--- config.mk ---
export PLATFORM = sky130hd
export DESIGN_NAME = uart_tx
export DESIGN_NICKNAME = d
export VERILOG_FILES = /design/src/rtl/uart_pkg.sv /design/src/rtl/uart_baud_cnt.sv /design/src/rtl/uart_tx.sv
export SDC_FILE = /design/constraint.sdc
export NUM_CORES = 1
export LEC_CHECK = 0
export CAP_MARGIN = 20
export CORE_MARGIN = 3
export CORE_UTILIZATION = 57
export CTS_CLUSTER_SIZE = 12
export DETAILED_ROUTE_END_ITERATION = 10
export GPL_TIMING_DRIVEN = 0
export HOLD_SLACK_MARGIN = 0.02
export PLACE_DENSITY = 0.87
export SLEW_MARGIN = 40
export SYNTH_ARGS = -nofsm -noshare
export SYNTH_HDL_FRONTEND = slang
export SYNTH_SLANG_ARGS = --single-unit
--- constraint.sdc ---
create_clock -name clk -period 3.3 [get_ports clk]
set_input_delay 0.66 -clock clk [delete_from_list [all_inputs] [get_ports clk]]
set_output_delay 0.66 -clock clk [all_outputs]
set_load 0.02 [all_outputs]
--- src/rtl/uart_pkg.sv ---
// rtl/uart_pkg.sv - shared UART state type, default constants and counter width helper
package uart_pkg;

  typedef enum logic [1:0] {IDLE, START, DATA, STOP} uart_state_t;

  localparam int CLOCKS_PER_PULSE_DEF = 4;
  localparam int BITS_PER_WORD_DEF    = 8;

  // Counter width for a count range of n, never below 1 so n=1 still yields a legal vector
  function automatic int cnt_width(input int n);
    return (n > 1) ? $clog2(n) : 1;
  endfunction

endpackage

--- src/rtl/uart_baud_cnt.sv ---
// rtl/uart_baud_cnt.sv - bit period counter flagging the last clock of each period
module uart_baud_cnt
  import uart_pkg::*;
#(
  parameter int CLOCKS_PER_PULSE = CLOCKS_PER_PULSE_DEF
) (
  input  logic clk,
  input  logic rstn,
  input  logic clr,
  input  logic en,
  output logic last
);

  localparam int CW = cnt_width(CLOCKS_PER_PULSE);
  localparam logic [CW-1:0] LAST_VAL = CW'(CLOCKS_PER_PULSE - 1);

  logic [CW-1:0] cnt;

  // Free-running period counter while enabled, wrapping at the end of each bit period
  always_ff @(posedge clk) begin
    if (!rstn || clr) begin
      cnt <= '0;
    end else if (en) begin
      cnt <= (cnt == LAST_VAL) ? '0 : cnt + 1'b1;
    end
  end

  assign last = (cnt == LAST_VAL);

endmodule

--- src/rtl/uart_tx.sv ---
// rtl/uart_tx.sv - UART transmitter sending one W_IN-bit word as NUM_WORDS frames
module uart_tx
  import uart_pkg::*;
#(
  parameter int CLOCKS_PER_PULSE = CLOCKS_PER_PULSE_DEF,
  parameter int BITS_PER_WORD    = BITS_PER_WORD_DEF,
  parameter int W_IN             = 24
) (
  input  logic            clk,
  input  logic            rstn,
  input  logic            s_valid,
  output logic            s_ready,
  input  logic [W_IN-1:0] s_data,
  output logic            tx
);

  localparam int NUM_WORDS = W_IN / BITS_PER_WORD;
  localparam int BIT_W     = cnt_width(BITS_PER_WORD);
  localparam int WORD_W    = cnt_width(NUM_WORDS);
  localparam logic [BIT_W-1:0]  BIT_LAST  = BIT_W'(BITS_PER_WORD - 1);
  localparam logic [WORD_W-1:0] WORD_LAST = WORD_W'(NUM_WORDS - 1);

  uart_state_t       state;
  logic [W_IN-1:0]   shift;
  logic [BIT_W-1:0]  c_bits;
  logic [WORD_W-1:0] c_words;
  logic              baud_clr;
  logic              baud_en;
  logic              baud_last;

  // The period counter is held at zero in IDLE so the start bit begins a full period after the handshake
  assign baud_clr = (state == IDLE);
  assign baud_en  = (state != IDLE);

  uart_baud_cnt #(
    .CLOCKS_PER_PULSE(CLOCKS_PER_PULSE)
  ) u_baud (
    .clk  (clk),
    .rstn (rstn),
    .clr  (baud_clr),
    .en   (baud_en),
    .last (baud_last)
  );

  // Frame sequencer: line, ready, shift register and bit/word counters all registered here
  always_ff @(posedge clk) begin
    if (!rstn) begin
      state   <= IDLE;
      tx      <= 1'b1;
      s_ready <= 1'b1;
      shift   <= '0;
      c_bits  <= '0;
      c_words <= '0;
    end else begin
      case (state)
        IDLE: begin
          if (s_valid && s_ready) begin
            shift   <= s_data;
            s_ready <= 1'b0;
            tx      <= 1'b0;
            state   <= START;
          end
        end
        START: begin
          if (baud_last) begin
            tx    <= ~shift[0];
            state <= DATA;
          end
        end
        DATA: begin
          if (baud_last) begin
            // Shifting right keeps the next word's LSB in shift[0] once this word is done
            shift <= shift >> 1;
            if (c_bits == BIT_LAST) begin
              c_bits <= '0;
              tx     <= 1'b1;
              state  <= STOP;
            end else begin
              c_bits <= c_bits + 1'b1;
              tx     <= ~shift[1];
            end
          end
        end
        STOP: begin
          if (baud_last) begin
            if (c_words == WORD_LAST) begin
              c_words <= '0;
              s_ready <= 1'b1;
              state   <= IDLE;
            end else begin
              c_words <= c_words + 1'b1;
              tx      <= 1'b0;
              state   <= START;
            end
          end
        end
        default: begin
          state <= IDLE;
          tx    <= 1'b1;
        end
      endcase
    end
  end

endmodule

==> reports/summary.txt, run 1 <==
Vias per inst -> 5.185
Final ANT Viol Nets -> 0
Initial core utilization -> 60.65%
Tot GR Track Use -> 19.18%
Top-Level Pins -> 29
TritonCTS Buffers -> 5
Setup-failing EPs final -> 0
Status -> finished clean
# rows -> 20
Sink Count -> 35
Post-Synthesis Cells -> 202
Synth cell count leaders -> nand2_1, dfxtp_1, mux2i_1
Postcts setup bufs -> 0
Largest net degree at the start of global routing -> 11
Final period util -> 59.63%
Max Buffers Root-to-Sink -> 2
Clk Latency, worst-skew pair -> 0.35 ns
WP buf/inv -> 1
Post-synthesis sequential area ratio -> 37.23%
Maxcap violations -> 0
Synth area leader -> dfxtp_1
Cells on worst reg2reg path -> 7
Vias in the first global route -> 1382
R2r startpoint -> state[0]
Crit-path max cell delay -> 0.61 ns
RSZ-0062 raised after global routing -> false
#FFs+latches synth -> 35
Synth area leaders -> dfxtp_1, mux2i_1, mux2_2, nand2_1, ha_1
Pre-CTS WS -> 1.023 ns
Hold_sp -> u_baud.cnt[0]
Final hold vios -> 0
Hold path cells -> 1
CP cell instances -> clkdlybuf4s50_1
DR iter-0 viols -> 42
Die extent in y -> 63.46 um
CP max stage cell -> clkdlybuf4s50_1
Setup TNS -> 0 ns
Synth unique cells -> 33
Worst Skew -> 0.007123 ns
CP delay by family, top -> buffers and inverters
Cell Pwr Density -> 801.0 mW/mm^2
Hold Path End -> u_baud.cnt[0]
Share of the synthesized area in the top cell type -> 37.23%
Worst R2R Setup Slack -> 1.41 ns
Count leader, synth -> nand2_1
Die area -> 0.004027 sq mm
First-pass GRT wire length -> 5.947 mm
Fin crit period -> 1.968 ns
Fin. max-slew vios -> 0
YS warnings -> 0
Worst hold path type -> register to register
Syn avg cell area -> 9.316 sq um
TritonCTS clock tree -> done
Critical path data required time -> 2.64 ns
Pre-antenna DRT Iters -> 4
RePlAce Congestion -> 0.8541
Core area -> 0.003103 sq mm
EDFF count, synth -> 0
Initial antenna violation count -> 0
Input/output buffers -> 28
CTS hold repair buffers -> 0
Fmax -> 508.2 MHz
DR vias -> 1457
Hpwl dp -> 2.651 mm
P&R area growth vs syn -> 20.81%
Crit path max fanout -> 3
Share of cells above drive strength 1 -> 16.46%
Fillers -> 238
Global route overflow -> 0
Diodes inserted -> 0
Routed wire per std cell -> 12.70 um
Nets -> 273
Commonest register cell after synthesis -> dfxtp_1
DRT Wirelength -> 3.570 mm
Syn nets -> 238
Peak VDD IR -> 0.0004828 V
Die width -> 63.46 um
WP data arrival -> 1.31 ns
PostCTS Resize Cnt -> 0
Post-synthesis instance area -> 0.001882 sq mm
Crit. End Element -> output port
Clock transition at the registers of the reported paths -> 0.10 ns
Worst r2r dst -> shift[13]
H-tree levels -> 2
Actual slew at the worst max-slew pin -> 0.4909 ns
CP Class -> register to output port
Ys async rst share -> 0%
Leak pwr -> 0.9893 nW
Drt drc -> 0
Startpoint Class -> register
Post-route setup slack -> 1.332 ns
Rel. slew slack -> 66.97%
Root buf cell -> clkbuf_4
[power breakdown]
part / internal, W / total [W] / switching, W
clock: 0.0000986 / 0.000242 / 0.000143
sequential: 0.000592 / 0.000679 / 0.0000869
combinational: 0.000482 / 0.000900 / 0.000418
total: 0.00117 / 0.00182 / 0.000648
[cell families (layout without fill, tap and decap cells)]
kind of cell	after synthesis	in the layout	synth area share, %
AOI/OAI and AO/OA	13	13	4.920
adders and majority gates	9	9	5.984
DFF	35	35	37.23
and+or+nand+nor	77	77	18.22
muxes	51	51	28.72
buffers and inverters	17	52	4.920
[how the worst max path moves through the flow]
stage          cells past startpoint         to  slack (ns)     start
2_1_floorplan                      7  shift[10]        1.57  state[0]
6_report                           1    s_ready        1.33   s_ready
3_5_place_dp                       5  shift[18]        1.02      rstn
3_3_place_gp                       5  shift[20]        1.06      rstn
5_1_grt                            5  shift[17]        1.24      rstn
4_1_cts                            1    s_ready        1.31   s_ready
[routing by layer]
metal | track usage [%] | part of all wire (%)
met3 | 5.882 | 3.6
met5 | 0 | 0
met2 | 31.81 | 48
met1 | 21.69 | 45
met4 | 10.78 | 2.7
[state kept, by name, indices dropped and copies added, names as in the netlist]
register,flops
c_bits,3
c_words,2
s_ready,1
shift,24
state,2
tx,1
u_baud.cnt,2
[metrics by stage]
step | cell area [sq um] | total power (W) | hold slack [ns] | utilization [%] | instances
finish | 2273 | 0.001821 | 0.4377 | 73.27 | 281
global route | 2273 | 0.001949 | 0.4588 | 73.27 | 281
CTS | 2273 | 0.001834 | 0.4430 | 73.27 | 281
detailed placement | 2217 | 0.001591 | 0.4264 | 71.45 | 274
global placement | 2217 | 0.001565 | 0.4254 | 71.45 | 274
floorplan | 1882 | 0.001401 | 0.4064 | - | 202
[cell usage in the layout, fill, tap and decap left out, drive strengths merged, types with 4 or more instances in the layout]
cell and n:
clkbuf 12, buf 7, nand2 55, inv 4, mux2i 27, dfxtp 35
clkdlybuf4s50 28, mux2 24, ha 9
[final cells by class]
class                           count  area (sq um)  share of cell area [%]
Clock inverter                      1         5.005                  0.2201
Inverter                            4         15.01                  0.6604
Clock buffer                        6         51.30                   2.256
Sequential cell                    35         700.7                   30.82
Tap cell                           44         55.05                   2.422
Timing Repair Buffer               28         280.3                   12.33
Multi-Input combinational cell    150          1089                   47.88
Buffer                             13         77.57                   3.412
Power figures use the tool's default switching activity.
==> run 2: changes to the inputs <==
CORE_UTILIZATION = 48   (was 57)
PLACE_DENSITY = 0.78   (was 0.87)
clock period = 1.61 ns   (was 3.3 ns; I/O delays follow)
==> run 2 against run 1 <==
Net effect: the flow now finishes with violations (negative setup slack); global-route usage down 1.6 points; wire length up 3.7%; total power rose to 2.6 times the previous value; non-clock buffer count up 3; critical path depth up 5; first-iteration DRC count up 57%; critical endpoint is now shift[11]; largest power group unchanged; via count up 2.1%; sequential cell count unchanged.
==> reports/summary.txt, run 2 (synthesis results as in run 1) <==
CP Class -> register to register (was register to output port)
RePlAce Congestion -> 0.7571 (was 0.8541)
Die extent in y -> 68.62 um (was 63.46 um)
Placed cell area -> 0.002250 sq mm (was 0.002217 sq mm)
Worst Skew -> 0.009493 ns (was 0.007123 ns)
Routed wire per std cell -> 12.81 um (was 12.70 um)
Clock transition at the registers of the reported paths -> 0.07 ns (was 0.10 ns)
Psw -> 0.001499 W (was 0.0006481 W)
Initial core utilization -> 50.64% (was 60.65%)
Utilization after layout -> 67.54% (was 73.27%)
Rel. slew slack -> 73.94% (was 66.97%)
Core area -> 0.003716 sq mm (was 0.003103 sq mm)
Failing checks -> negative setup slack
# rows -> 22 (was 20)
Crit. End Element -> register (was output port)
TritonCTS clock tree -> done (unchanged)
Pre-antenna DRT Iters -> 6 (was 4)
Cell Pwr Density -> 1860 mW/mm^2 (was 801.0 mW/mm^2)
DRT Wirelength -> 3.702 mm (was 3.570 mm)
R2r startpoint -> state[0] (unchanged)
Cells after DPL -> 278 (was 274)
Met1 Wirelength -> 1.754 mm (was 1.613 mm)
Die width -> 68.62 um (was 63.46 um)
Int Power -> 0.003169 W (was 0.001173 W)
Final period util -> 100.1%
Crit path max fanout -> 5 (was 3)
Max reg flops -> 24 (unchanged)
Setup-failing EPs final -> 1 (was 0)
Top-Level Pins -> 29 (unchanged)
Final ANT Viol Nets -> 0 (unchanged)
Regs by FF count -> shift: 24 flops, c_bits: 3 flops (unchanged)
Worst r2r dst -> shift[11] (was shift[13])
Die area -> 0.004708 sq mm (was 0.004027 sq mm)
Logic pwr share -> 50.5% (was 49.4%)
Register Area -> 708.2 sq um (was 700.7 sq um)
Fin. max-slew vios -> 0 (unchanged)
Clk Latency, worst-skew pair -> 0.29 ns (was 0.35 ns)
Total power -> 0.004668 W (was 0.001821 W)
Commonest non-fill, non-tap cell in the layout -> nand2_1 (unchanged)
DR iter-0 viols -> 66 (was 42)
H-tree levels -> 2 (unchanged)
Critical Path Source -> state[0] (was s_ready)
Max Buffers Root-to-Sink -> 2 (unchanged)
Commonest non-fill, non-tap cells in the layout -> nand2_1, dfxtp_1, clkdlybuf4s50_1 (unchanged)
Worst hold path type -> register to register (unchanged)
Hpwl dp -> 2.524 mm (was 2.651 mm)
Area of the multi-input gates -> 0.001156 sq mm (was 0.001089 sq mm)
Cells on worst reg2reg path -> 6 (was 7)
Drt drc -> 0 (unchanged)
Met3 WL -> 134 um (was 130 um)
Global route overflow -> 0 (unchanged)
Highest metal used -> met4 (unchanged)
Sink Count -> 35 (unchanged)
Worst R2R Setup Slack -> -0.001 ns (was 1.41 ns)
Share of cells above drive strength 1 -> 25.31% (was 16.46%)
Leak pwr -> 1.087 nW (was 0.9893 nW)
Largest net degree at the start of global routing -> 12 (was 11)
TritonCTS Buffers -> 5 (unchanged)
DR vias -> 1488 (was 1457)
Seq pwr share -> 30.6% (was 37.3%)
Tot GR Track Use -> 17.60% (was 19.18%)
Critical path data required time -> 1.79 ns (was 2.64 ns)
WP data arrival -> 1.79 ns (was 1.31 ns)
Root buf cell -> clkbuf_8 (was clkbuf_4)
Input/output buffers -> 28 (unchanged)
Setup crit end -> shift[11] (was s_ready)
Maxcap violations -> 0 (unchanged)
Vias per inst -> 5.149 (was 5.185)
P&R area growth vs syn -> 33.38% (was 20.81%)
Top reg by flops -> shift (unchanged)
Fmax -> 620.7 MHz
Vias in the first global route -> 1398 (was 1382)
Switch share -> 32.11% (was 35.59%)
Status -> finished with violations (was finished clean)
Fin crit period -> 1.611 ns
Initial antenna violation count -> 0 (unchanged)
Actual slew at the worst max-slew pin -> 0.3876 ns (was 0.4909 ns)
Startpoint Class -> register (unchanged)
Met2 WL -> 1.747 mm (was 1.731 mm)
Peak VDD IR -> 0.001078 V (was 0.0004828 V)
Post-route setup slack -> -0.001003 ns (was 1.332 ns)
Diodes inserted -> 0 (unchanged)
Share of total power in the clock network -> 18.9% (was 13.3%)
Final hold vios -> 0 (unchanged)
First-pass GRT wire length -> 6.196 mm (was 5.947 mm)
RSZ-0062 raised after global routing -> true (was false)
Fillers -> 313 (was 238)
Finished Layout Cells -> 289 (was 281)
Final design area excluding fillers -> 0.002510 sq mm (was 0.002273 sq mm)
Nets -> 276 (was 273)
run 2: cell types whose count changed in the layout (fill, tap and decap cells not counted), moves of 3 or more:
| cell | before | now |
|---|---|---|
| buf_12 | 0 | 3 |
| clkbuf_1 | 6 | 1 |
| clkbuf_2 | 0 | 6 |
| clkbuf_4 | 5 | 0 |
| clkbuf_8 | 1 | 5 |
run 2: routing by layer:
| layer | global-route usage (%) | vias to the layer above |
|---|---|---|
| li1 | - | 763 |
| met1 | 21.79 | 693 |
| met2 | 28.49 | 26 |
| met3 | 5.511 | 6 |
| met4 | 6.452 | 0 |
| met5 | 0 | - |
run 2: cell type report:
type,count,share of cell area [%]
multi-input combinational,150,46.06
sequential,35,28.22
timing repair buffer,32,13.51
buffer,12,3.938
clock buffer,7,3.888
tap,48,2.393
clock inverter,1,1.196
inverter,4,0.7976
run 2: worst min path at each step:
stage                    end     startpoint  cells after the start  slack (ns)
2_1_floorplan  u_baud.cnt[0]  u_baud.cnt[0]                      1        0.41
3_3_place_gp   u_baud.cnt[0]  u_baud.cnt[0]                      1        0.43
3_5_place_dp   u_baud.cnt[0]  u_baud.cnt[0]                      1        0.43
4_1_cts        u_baud.cnt[0]  u_baud.cnt[0]                      1        0.45
5_1_grt        u_baud.cnt[0]  u_baud.cnt[0]                      1        0.47
6_report       u_baud.cnt[0]  u_baud.cnt[0]                      1        0.43
run 2: power groups by stage:
stage | combinational [W] | clock (W) | sequential [W]
2_1_floorplan | 0.00155 | 0 | 0.00140
3_3_place_gp | 0.00189 | 0 | 0.00141
3_5_place_dp | 0.00191 | 0 | 0.00142
4_1_cts | 0.00216 | 0.000901 | 0.00142
5_1_grt | 0.00254 | 0.000921 | 0.00148
6_report | 0.00236 | 0.000881 | 0.00143
run 2: metrics by stage:
stage	hold slack, ns	setup TNS [ns]	worst slack [ns]
floorplan	0.4064	0	0.006392
global placement	0.4255	-7.610	-0.3072
detailed placement	0.4282	-8.312	-0.3598
CTS	0.4454	-0.07602	-0.03428
global route	0.4697	-0.4004	-0.05535
finish	0.4341	-0.001003	-0.001003
run 2: what timing repair did:
action / 4_1_cts / 5_1_grt
endpoints found under the setup margin: 26 / 27
resized for setup: 14 / 16
setup buffers: 1 / 2
hold buffers: 0 / 0
hold endpoints to repair: 0 / 0
pin swaps: 1 / 1
gates cloned: 0 / 1
run 2: worst max-delay path, cell delays in order (launching register included):
cell and delay (ns):
dfxtp_4 0.39, inv_6 0.05, ha_4 0.17, nor2b_4 0.14
or3_4 0.44, buf_12 0.16, mux2i_2 0.14
==> run 3: changes to the inputs <==
CORE_MARGIN = 5   (was 3)
RECOVER_POWER = 100   (was not set)
==> run 3 against run 2 <==
Net effect: core utilization is 1.0 points higher; clock power is 28% lower; sequential power hardly changed; the flow still finishes with violations (negative setup slack); setup slack worse by 0.0095 ns; total power is 0.54% higher; sequential cell count stayed put; critical endpoint is now shift[18]; cell count is 2.8% higher; design area is 1.5% higher.
==> reports/summary.txt, run 3 (synthesis results as in run 1) <==
DRT Wirelength -> 4.089 mm (was 3.702 mm)
Die extent in y -> 72.62 um (was 68.62 um)
Critical path data required time -> 1.79 ns (about the same)
DR vias -> 1537 (was 1488)
Input/output buffers -> 28 (unchanged)
Max reg flops -> 24 (unchanged)
Vias in the first global route -> 1526 (was 1398)
Cell Pwr Density -> 1841 mW/mm^2 (was 1860 mW/mm^2)
Int Power -> 0.003101 W (was 0.003169 W)
Switch share -> 33.91% (was 32.11%)
Fin crit period -> 1.620 ns (was 1.611 ns)
TritonCTS clock tree -> done (unchanged)
Actual slew at the worst max-slew pin -> 0.4173 ns (was 0.3876 ns)
Fin. max-slew vios -> 0 (unchanged)
Initial antenna violation count -> 0 (unchanged)
H-tree levels -> 2 (unchanged)
Routed wire per std cell -> 13.77 um (was 12.81 um)
Hold path cells -> 1 (unchanged)
Cells on worst reg2reg path -> 6 (unchanged)
Seq pwr share -> 30.3% (was 30.6%)
CP max stage cell -> or3_4 (unchanged)
Sink Count -> 35 (unchanged)
CP cell instances -> inv_6 -> ha_4 -> nor2b_4 -> or3_4 -> clkbuf_16 -> mux2i_1 (was inv_6 -> ha_4 -> nor2b_4 -> or3_4 -> buf_12 -> mux2i_2)
Total power -> 0.004693 W (was 0.004668 W)
Crit path max fanout -> 7 (was 5)
Share of total power in the clock network -> 13.5% (was 18.9%)
First-pass GRT wire length -> 6.679 mm (was 6.196 mm)
DR iter-0 viols -> 63 (was 66)
Nets -> 284 (was 276)
RePlAce Congestion -> 0.7510 (was 0.7571)
Global route overflow -> 0 (unchanged)
CP Class -> register to register (unchanged)
P&R area growth vs syn -> 35.44% (was 33.38%)
TritonCTS Buffers -> 5 (unchanged)
Clock transition at the registers of the reported paths -> 0.07 ns (about the same)
Psw -> 0.001591 W (was 0.001499 W)
Startpoint Class -> register (unchanged)
Finished Layout Cells -> 297 (was 289)
Regs by FF count -> shift: 24 flops, c_bits: 3 flops (unchanged)
Clk Latency, worst-skew pair -> 0.29 ns (about the same)
Drt drc -> 0 (unchanged)
Fmax -> 617.1 MHz (was 620.7 MHz)
Peak VDD IR -> 0.001126 V (was 0.001078 V)
Rel. slew slack -> 72.18% (was 73.94%)
Leak pwr -> 1.112 nW (was 1.087 nW)
Failing checks -> negative setup slack (unchanged)
Root buf cell -> clkbuf_8 (unchanged)
Tot GR Track Use -> 16.10% (was 17.60%)
Final ANT Viol Nets -> 0 (unchanged)
Crit-path max cell delay -> 0.46 ns (was 0.44 ns)
RSZ-0062 raised after global routing -> true (unchanged)
Commonest non-fill, non-tap cell in the layout -> nand2_1 (unchanged)
Largest net degree at the start of global routing -> 12 (unchanged)
Hpwl dp -> 2.710 mm (was 2.524 mm)
Core area -> 0.003716 sq mm (unchanged)
# rows -> 22 (unchanged)
Initial core utilization -> 50.64% (unchanged)
Register Area -> 708.2 sq um (unchanged)
Final hold vios -> 0 (unchanged)
Post-route setup slack -> -0.01048 ns (was -0.001003 ns)
Crit. End Element -> register (unchanged)
Vias per inst -> 5.175 (was 5.149)
Hold WS -> 0.4365 ns (was 0.4341 ns)
Top-Level Pins -> 29 (unchanged)
Maxcap violations -> 0 (unchanged)
Final period util -> 100.7% (was 100.1%)
Cells after DPL -> 278 (unchanged)
Setup-failing EPs final -> 4 (was 1)
Worst Skew -> 0.003797 ns (was 0.009493 ns)
Setup TNS -> -0.01806 ns (was -0.001003 ns)
Worst hold path type -> register to register (unchanged)
Pre-CTS WS -> -0.3540 ns (was -0.3598 ns)
Die area -> 0.005273 sq mm (was 0.004708 sq mm)
Diodes inserted -> 0 (unchanged)
Pre-antenna DRT Iters -> 4 (was 6)
Status -> finished with violations (unchanged)
Share of cells above drive strength 1 -> 27.71% (was 25.31%)
Fillers -> 314 (was 313)
Max Buffers Root-to-Sink -> 2 (unchanged)
Area of the multi-input gates -> 0.001172 sq mm (was 0.001156 sq mm)
Logic pwr share -> 56.1% (was 50.5%)
Commonest non-fill, non-tap cells in the layout -> nand2_1, dfxtp_1, mux2i_1, clkdlybuf4s50_1, mux2_2 (was nand2_1, dfxtp_1, clkdlybuf4s50_1)
Top reg by flops -> shift (unchanged)
WP data arrival -> 1.80 ns (was 1.79 ns)
Die width -> 72.62 um (was 68.62 um)
-- run 3: area by class of cell --
cell class,count,share of cell area (%)
multi-input combinational,150,46.00
sequential,35,27.79
timing repair buffer,40,16.00
buffer,12,3.682
clock buffer,6,2.847
tap,48,2.356
inverter,4,0.8837
clock inverter,2,0.4418
-- run 3: path summary, 6_finish.rpt --
check,from,to,slack [ns]
setup / recovery,state[0],shift[18],-0.01
hold / removal,u_baud.cnt[0],u_baud.cnt[0],0.44
setup reg to reg,state[0],shift[18],-0.01
hold reg to reg,u_baud.cnt[0],u_baud.cnt[0],0.44
-- run 3: power groups by stage --
| stage | Combinational, W | Clock [W] | Sequential (W) |
|---|---|---|---|
| 2_1_floorplan | 0.00155 | 0 | 0.00140 |
| 3_3_place_gp | 0.00189 | 0 | 0.00141 |
| 3_5_place_dp | 0.00192 | 0 | 0.00142 |
| 4_1_cts | 0.00222 | 0.000653 | 0.00141 |
| 5_1_grt | 0.00282 | 0.000693 | 0.00147 |
| 6_report | 0.00263 | 0.000635 | 0.00142 |
-- run 3: routing by layer --
layer  global-route usage (%)  vias up  share of wire (%)
li1                         -      781                  -
met1                    19.75      721                 46
met2                    26.95       27                 48
met3                    4.545        8                3.9
met4                    5.533        0                1.8
met5                        0        -                  0
-- run 3: what timing repair did --
action / CTS / global route
endpoints found under the hold margin: 0 / 0
setup buffers: 4 / 6
setup endpoints to repair: 24 / 31
resized for setup: 13 / 21
hold buffers: 0 / 0
cloned: 0 / 2
pin swaps: 0 / 3
-- run 3: through the flow --
| stage | cell area, sq um | util, % |
|---|---|---|
| 6_report | 2549 | 68.59 |
| 2_1_floorplan | 1909 | - |
| 4_1_cts | 2420 | 65.12 |
| 3_5_place_dp | 2250 | 60.54 |
| 5_1_grt | 2549 | 68.59 |
| 3_3_place_gp | 2250 | 60.54 |
-- run 3: critical path: cells and delay by family, from the launching register on --
family                   cells  cell delay (ns)
AND/OR/NAND/NOR              2             0.59
flip-flops                   1             0.38
buffers and inverters        2             0.25
adder cells (fa/ha/maj)      1             0.17
multiplexers                 1             0.12
